$ cat src/rtl/i2s_xmtr.sv
// ---------------------------------------------------------------------------
// i2s_xmtr -- I2S bus master and transmitter.
//
// Generates the I2S bit clock and word select from the system clock. Sends
// one left/right sample pair per frame, MSB first, in standard I2S format
// (word select leads the MSB by one bit clock). A single-entry holding
// register decouples the sample producer from the frame timing. If no new
// pair has arrived by the frame boundary, the previous pair is sent again.
//
// Parameters
//   SCLK_DIV  clk cycles per I2S_sclk period (even, >= 4)
//   SLOT_W    I2S_sclk periods per channel slot
//   DATA_W    sample width (DATA_W <= SLOT_W-1)
//
// Ports
//   clk        in   system clock
//   rst_n      in   asynchronous active-low reset
//   lft_in     in   left sample (signed, DATA_W)
//   rght_in    in   right sample (signed, DATA_W)
//   wrt        in   single-cycle strobe, captures lft_in/rght_in
//   full       out  holding register occupied
//   frm_start  out  one-cycle pulse after every frame load
//   undrn      out  one-cycle pulse after a frame load that found no new pair
//   I2S_sclk   out  bit clock
//   I2S_ws     out  word select, 0 = left, 1 = right
//   I2S_data   out  serial data, updated on the falling edge of I2S_sclk
// ---------------------------------------------------------------------------
module i2s_xmtr #(
    parameter int SCLK_DIV = 32,
    parameter int SLOT_W   = 32,
    parameter int DATA_W   = 24
) (
    input  logic              clk,
    input  logic              rst_n,
    input  logic [DATA_W-1:0] lft_in,
    input  logic [DATA_W-1:0] rght_in,
    input  logic              wrt,
    output logic              full,
    output logic              frm_start,
    output logic              undrn,
    output logic              I2S_sclk,
    output logic              I2S_ws,
    output logic              I2S_data
);

    localparam int DCW = (SCLK_DIV > 1) ? $clog2(SCLK_DIV) : 1;
    localparam int BCW = $clog2(2 * SLOT_W);

    localparam logic [DCW-1:0] DIV_RISE = DCW'(SCLK_DIV / 2 - 1);
    localparam logic [DCW-1:0] DIV_FALL = DCW'(SCLK_DIV - 1);
    localparam logic [BCW-1:0] BC_MAX   = BCW'(2 * SLOT_W - 1);
    localparam logic [BCW-1:0] BC_SLOT  = BCW'(SLOT_W);

    logic [DCW-1:0]    div_cnt;
    logic [BCW-1:0]    bit_cnt;
    logic [DATA_W-1:0] hold_lft, hold_rght;
    logic [DATA_W-1:0] frame_lft, frame_rght;

    logic              rise_evt, fall_evt, load;
    logic [BCW-1:0]    bit_nxt;
    logic [BCW-1:0]    pos;
    logic [DATA_W-1:0] chan;
    logic              ws_nxt, data_nxt;

    assign rise_evt = (div_cnt == DIV_RISE);
    assign fall_evt = (div_cnt == DIV_FALL);
    // A frame load happens on the fall event that wraps bit_cnt back to 0.
    assign load     = fall_evt && (bit_cnt == BC_MAX);

    // Next bit position and the serial value it carries. The frame
    // registers already hold the current pair for every position that
    // carries data: position 0 (the load position) always sends 0.
    always_comb begin
        // NOTE: every always_comb output gets a default first so no path
        // leaves it unassigned; otherwise synthesis infers a latch.
        bit_nxt  = (bit_cnt == BC_MAX) ? '0 : bit_cnt + 1'b1;
        ws_nxt   = (bit_nxt >= BC_SLOT);
        pos      = bit_nxt;
        chan     = frame_lft;
        data_nxt = 1'b0;
        if (ws_nxt) begin
            pos  = bit_nxt - BC_SLOT;
            chan = frame_rght;
        end
        // Slot position p (1..DATA_W) carries chan[DATA_W-p], MSB first.
        for (int i = 0; i < DATA_W; i++) begin
            if (pos == BCW'(DATA_W - i)) data_nxt = chan[i];
        end
    end

    // NOTE: all state uses non-blocking assignments so every register sees
    // the pre-edge value of the others; this is what lets a load take the
    // old holding contents while a simultaneous wrt refills it.
    always_ff @(posedge clk or negedge rst_n) begin
        if (!rst_n) begin
            div_cnt    <= '0;
            bit_cnt    <= BC_MAX;
            I2S_sclk   <= 1'b0;
            I2S_ws     <= 1'b1;
            I2S_data   <= 1'b0;
            full       <= 1'b0;
            frm_start  <= 1'b0;
            undrn      <= 1'b0;
            // NOTE: the sample registers are reset too, because an idle
            // link must transmit zeros rather than stale data after reset.
            hold_lft   <= '0;
            hold_rght  <= '0;
            frame_lft  <= '0;
            frame_rght <= '0;
        end else begin
            frm_start <= load;
            undrn     <= load && !full;

            if (fall_evt) begin
                div_cnt  <= '0;
                I2S_sclk <= 1'b0;
                bit_cnt  <= bit_nxt;
                I2S_ws   <= ws_nxt;
                I2S_data <= data_nxt;
            end else begin
                div_cnt <= div_cnt + 1'b1;
                if (rise_evt) I2S_sclk <= 1'b1;
            end

            // On an underrun the frame registers keep the previous pair.
            if (load && full) begin
                frame_lft  <= hold_lft;
                frame_rght <= hold_rght;
            end

            // A write always lands in the holding register; the latest
            // sample wins over any unsent one.
            if (wrt) begin
                hold_lft  <= lft_in;
                hold_rght <= rght_in;
                full      <= 1'b1;
            end else if (load) begin
                full <= 1'b0;
            end
        end
    end

endmodule

$ cat config.mk
export PLATFORM = sky130hd
export DESIGN_NAME = i2s_xmtr
export DESIGN_NICKNAME = d
export VERILOG_FILES = /design/src/rtl/i2s_xmtr.sv
export SDC_FILE = /design/constraint.sdc
export NUM_CORES = 1
export LEC_CHECK = 0
export ABC_AREA = 1
export ABC_CLOCK_PERIOD_IN_PS = 7300
export CAP_MARGIN = 20
export CORE_ASPECT_RATIO = 2
export CORE_MARGIN = 10
export CORE_UTILIZATION = 30
export CTS_CLUSTER_SIZE = 25
export DETAILED_ROUTE_END_ITERATION = 12
export PLACE_DENSITY = 0.52
export SLEW_MARGIN = 20
export SYNTH_ARGS = -nofsm -noshare
export SYNTH_HDL_FRONTEND = slang
export SYNTH_SLANG_ARGS = --single-unit
$ cat constraint.sdc
create_clock -name clk -period 7.3 [get_ports clk]
set_input_delay 1.46 -clock clk [delete_from_list [all_inputs] [get_ports clk]]
set_output_delay 1.46 -clock clk [all_outputs]
set_load 0.02 [all_outputs]
==> metrics.txt, run 1 <==
Initial DRT Pass Iterations 4; syn nets ~670; max incr delay on CP 0.60 ns; Area Overhead vs Synth 25.0%; part of the cycle the worst path needs approximately 45%; buffers added on ports 56; peak supply drop 0.000144 V; Setup WS post-layout ~4 ns; CTS tree yes; commonest non-fill, non-tap cells in the layout nand2_1 (169), o21ai_0 (108), dfrtp_1 (106); CTS Buf Count 17; final setup fails 0; RSZ-0062 raised after global routing no; maximum clock frequency between 300 and 400 MHz; critical path capture point type flip-flop; Synth Instances between 600 and 700; min Tclk post-route around 3.3 ns; Worst Path Arrival 3.58 ns; Non-Filler Instances 875; Max-Cap Viols 0; chip width roughly 110 um; vias per cell 4.55; Slew Limit Fails 0; post-synthesis async set-or-reset flop share 100%; Iter 0 DRT Violations about 140; # IOs between 50 and 60; final hold violations 0; Max Buffers Root-to-Sink 2; antenna violations before repair 0; global placement routability congestion 0.854; Static Leak between 3 and 4 nW; worst-case reg-to-reg path depth 34; WL final 12900 um; post-synth cell types 39; final setup TNS 0 ns; pre-CTS setup slack 4.05 ns; number of global-route vias before repair ~4300; worst hold start div_cnt[0]$_DFF_PN0_; Worst Tran Pin Value between 0.8 and 0.9 ns; later-pin clock latency in the skew report ~0.41 ns; R2R Path Start bit_cnt[0]$_DFFE_PN1P_; first-pass GRT wire length about 21000 um; Row Count 67; CP startpoint kind flip-flop; Core ar. around 17000 um2; FF-to-FF setup slack 4.02 ns; Pwr Density around 240 nW/um2; DP HPWL approximately 9800 um; Overflow after GRT 0; slowest cell on the critical path dfstp_2; Hold Buf Count CTS 0; Seq/Total Area, Yosys 54.9%; # placed instances about 840; CTS clock-pin slew for the worst setup and hold paths about 0.050 ns; CP required between 7 and 8 ns; all-layer global routing usage between 10% and 20%; number of remaining DRC errors 0; Slew HR 43.4%; Top FF cell, synth dfrtp_1; CP Max Fanout 25; Hold Path Sink div_cnt[0]$_DFF_PN0_; die area between 20000 and 25000 um2; Syn Area/Cell about 8.5 um2; #FFs+latches synth ~110; layout cells sized above 1 approximately 12%; Ant. Diodes 0; # Post-CTS Setup Buffers 0; H-tree Lvls 4; Post-synth EDFFs 0; total number of vias just under 4000; Final #Nets 715; critical path type reg -> reg; mapped cell area 5170 um2; Die Y slightly above 200 um; Resize count post-CTS 0; Clk Tree Root Cell clkbuf_16; Antenna Nets Post-Route 0; Hold WC Path Type reg -> reg; Layout Skew ~0.0066 ns; Ys Warns 0; status complete, no violations; worst hold stages 1; Fin Hold WS approximately 0.46 ns; routed wire length per instance 14.8 um; total clock sinks 113; initial cell density of the core a little under a third; most used cell along the critical path nand2_1; Reg-to-Reg End I2S_data$_DFFE_PN0P_; commonest non-fill, non-tap cell in the layout nand2_1; largest net degree at the start of global routing roughly 100
worst max-delay path by stage:
stage                                 endpoint              startpoint
final                     I2S_data$_DFFE_PN0P_  bit_cnt[0]$_DFFE_PN1P_
after global placement    I2S_data$_DFFE_PN0P_  bit_cnt[0]$_DFFE_PN1P_
after global routing      I2S_data$_DFFE_PN0P_  bit_cnt[0]$_DFFE_PN1P_
after floorplan           I2S_data$_DFFE_PN0P_  bit_cnt[0]$_DFFE_PN1P_
after CTS                 I2S_data$_DFFE_PN0P_  bit_cnt[0]$_DFFE_PN1P_
after detailed placement  I2S_data$_DFFE_PN0P_  bit_cnt[0]$_DFFE_PN1P_
stage by stage:
step	util (%)	total power, mW	area, um2
global placement	34.8	0.744	5870
detailed placement	34.8	0.748	5870
global route	38.3	1.62	6460
finish	38.3	1.56	6460
floorplan	-	0.695	5170
CTS	38.3	1.58	6460
kinds of logic (layout without fill, tap and decap cells):
logic type               after synthesis  count (layout)  synth area share [%]
AND/OR/NAND/NOR                      237             237                  19.9
flip-flops                           113             113                  54.9
AO/OA/AOI/OAI                        135             135                  14.3
buffers and inverters                113             175                  8.98
adder cells (fa/ha/maj)                8               8                  1.94
critical path, delay by kind of cell, from the launching register on:
family | cells | cell delay, ns
AOI/OAI and AO/OA | 3 | 0.38
adders and majority gates | 1 | 0.20
buffers and inverters | 2 | 0.22
DFF | 1 | 0.60
and+or+nand+nor | 28 | 1.76
Yosys cell counts (2+ instances only):
master | count | area [um2]
o21bai_1 | 5 | 37.5
o21ai_0 | 108 | 541
o21ai_2 | 3 | 26.3
nand3_1 | 9 | 45.0
inv_1 | 77 | 289
nor3_1 | 7 | 35.0
ha_1 | 8 | 100
dfstp_2 | 7 | 184
nand3_2 | 3 | 30.0
nand2_1 | 170 | 638
a31oi_1 | 3 | 18.8
nand2_4 | 5 | 56.3
a21oi_1 | 7 | 35.0
o21a_1 | 2 | 15.0
nor2_2 | 3 | 18.8
dfrtp_1 | 106 | 2650
nor2_4 | 2 | 22.5
buf_6 | 3 | 33.8
nand2_2 | 7 | 43.8
nor2_1 | 26 | 97.6
clkbuf_1 | 22 | 82.6
nand4_1 | 2 | 12.5
inv_2 | 4 | 15.0
inv_4 | 2 | 12.5
routing by layer:
layer  up-vias  routed length [um]  GRT usage, %
met5         -                   0             0
met4         0                 388          6.47
met3        25                 397          2.62
met2        63                7460          21.9
met1      1884                4660          10.7
li1       2008                   -             -
area by class of cell:
class	count	area, um2
clock inverters	11	138
flip-flops and latches	113	2840
repair buffers	59	576
well taps	207	259
clock buffers	20	457
multi-input cells	380	1870
fillers	1727	10400
inverters	85	325
where the power goes:
group          total (mW)  internal [mW]  switching [mW]
clock network       0.826          0.548           0.278
logic              0.0766         0.0343          0.0423
registers           0.657          0.651         0.00594
registers in the layout, indices dropped and copies added (netlist names):
| signal | cells |
|---|---|
| frame_lft | 24 |
| frame_rght | 24 |
| hold_lft | 24 |
| hold_rght | 24 |
| bit_cnt | 6 |
| div_cnt | 5 |
| I2S_data | 1 |
| I2S_sclk | 1 |
| I2S_ws | 1 |
| frm_start | 1 |
| full | 1 |
| undrn | 1 |
(Power assumes the default switching activity.)
==> run 2, diff against run 1 <==
Settings changed: ABC_CLOCK_PERIOD_IN_PS 7300 to 3300.
Clock period 7.3 ns to 3.3 ns, I/O delays scaled along.
==> run 2 against run 1 <==
Final cell count grew 1.9%. Count of clock-buffer cells in the layout is the same. Non-clock buffer count grew 16. Core utilization grew 1.8 points. Fmax grew 10%. Sequential share of layout area shrank 1.9 points. Largest power group unchanged. Via count grew 1.9%.
==> metrics.txt, run 2 (synthesis gave the netlist of run 1 again) <==
global placement routability congestion 0.860; later-pin clock latency in the skew report roughly 0.41 ns; final setup TNS 0 ns; number of remaining DRC errors 0; Clock power frac between 50% and 60%; sequential share of power between 30% and 40%; Worst Path Arrival around 3.3 ns; Die Y 206 um; commonest non-fill, non-tap cells in the layout nand2_1 (169), o21ai_0 (108), dfrtp_1 (106); Overflow after GRT 0; Hold WC Path Type in -> async; final setup fails 0; worst-case reg-to-reg path depth 35; Max-Cap Viols 0; maximum clock frequency roughly 340 MHz; Static Leak roughly 3.2 nW; largest net degree at the start of global routing 82; antenna violations before repair 0; part of the cycle the worst path needs between 90% and 100%; Fin Hold WS 0.297 ns; FF/Latch Area around 2800 um2; FF-to-FF setup slack ~0.32 ns; Layout Skew between 0.006 and 0.007 ns; final instance area about 6800 um2; WL final 13500 um; DP HPWL 10200 um; Iter 0 DRT Violations ~120; die area between 20000 and 25000 um2; buffers added on ports 56; Total Power approximately 3.7 mW; net load switching power a little over 0.7 mW; R2R Path Start bit_cnt[0]$_DFFE_PN1P_; Antenna Nets Post-Route 0; slowest cell on the critical path dfstp_2; CTS clock-pin slew for the worst setup and hold paths roughly 0.05 ns; max incr delay on CP roughly 0.61 ns; Clk Tree Root Cell clkbuf_16; Area Overhead vs Synth 30.8%; cell family with most CP delay simple AND/OR/NAND/NOR gates; CTS Buf Count 17; Row Count 67; Slew Limit Fails 0; CTS tree yes; logic gate share of total power approximately 4.7%; most used cell along the critical path nand2_1; Worst setup startpoint bit_cnt[0]$_DFFE_PN1P_; final hold violations 0; vias per cell roughly 4.5; CP Max Fanout 7; Worst Path Buf+Inv 3; peak supply drop around 0.00033 V; H-tree Lvls 4; Non-Filler Instances just under 900; initial cell density of the core around 31%; CP startpoint kind flip-flop; Final #Nets about 730; Placed Area a little under 6000 um2; total number of vias around 4100; Core ar. roughly 17000 um2; routed wire length per instance ~15 um; Max Buffers Root-to-Sink 2; first-pass GRT wire length between 20000 and 25000 um; # IOs 57; commonest non-fill, non-tap cell in the layout nand2_1; Slew HR around 52%; # placed instances around 850; CP required approximately 3.7 ns; chip width approximately 110 um; total clock sinks approximately 110; multi-input combinational cell area approximately 1900 um2; min Tclk post-route a little under 3 ns; Pwr Density around 550 nW/um2; Ant. Diodes 0; critical path capture point type flip-flop; Pint 2.96 mW; critical path type reg -> reg; Worst Tran Pin Value a little over 0.7 ns; all-layer global routing usage around an eighth; Hold Buf Count CTS 0; Sw Ratio around 20%; filler cell count 1709; status complete, no violations; Initial DRT Pass Iterations 4; number of global-route vias before repair between 4000 and 5000; layout cells sized above 1 approximately 14%; Reg-to-Reg End I2S_data$_DFFE_PN0P_
==> run 2: metrics by stage <==
step | setup slack [ns] | util [%]
after detailed placement | 0.197 | 35.2
final | 0.322 | 40.1
after CTS | 0.188 | 39.1
after global routing | -0.0112 | 40.1
after floorplan | 0.618 | -
after global placement | 0.256 | 35.2
==> run 2: worst max-delay path by stage <==
stage | endpoint | slack [ns] | cells after the start
floorplan | I2S_data$_DFFE_PN0P_ | 0.62 | 33
global route | I2S_data$_DFFE_PN0P_ | -0.01 | 35
global placement | I2S_data$_DFFE_PN0P_ | 0.26 | 36
detailed placement | I2S_data$_DFFE_PN0P_ | 0.20 | 36
CTS | I2S_data$_DFFE_PN0P_ | 0.19 | 36
finish | I2S_data$_DFFE_PN0P_ | 0.32 | 35
==> run 2: area by class of cell <==
class	count	area share (%)
Inverter	85	4.85
Multi-Input combinational cell	381	28.6
Clock buffer	20	6.76
Sequential cell	113	42.0
Tap cell	207	3.83
Timing Repair Buffer	75	10.8
Clock inverter	11	3.09
==> run 2: metal layers <==
metal  share of wire [%]  GRT usage [%]
met2                  57           22.6
met3                 2.6           2.33
met5                   0              0
met1                  36           11.5
met4                 3.8           7.97
==> run 2: power groups by stage <==
stage	sequential, mW	combinational (mW)	clock (mW)
after floorplan	1.47	0.0652	0
after global placement	1.48	0.175	0
after detailed placement	1.48	0.180	0
after CTS	1.45	0.181	2.12
after global routing	1.46	0.201	2.18
final	1.45	0.173	2.06
==> run 2: timing repair <==
action / 4_1_cts / 5_1_grt
resized for setup: 0 / 10
endpoints found under the setup margin: 0 / 1
buffers inserted: 0 / 11
==> run 2: worst reg2reg max path: cells and delay by family, from the launching register on <==
| kind | cells | cell delay, ns |
|---|---|---|
| and+or+nand+nor | 30 | 1.65 |
| DFF | 1 | 0.61 |
| buffers and inverters | 3 | 0.32 |
| AOI/OAI and AO/OA | 1 | 0.17 |
| adders and majority gates | 1 | 0.17 |
==> run 3, diff against run 2 <==
Settings changed: SLEW_MARGIN 20 to unset.
==> results of run 3 <==
Final layout, timing and power as in run 2 (identical DEF).
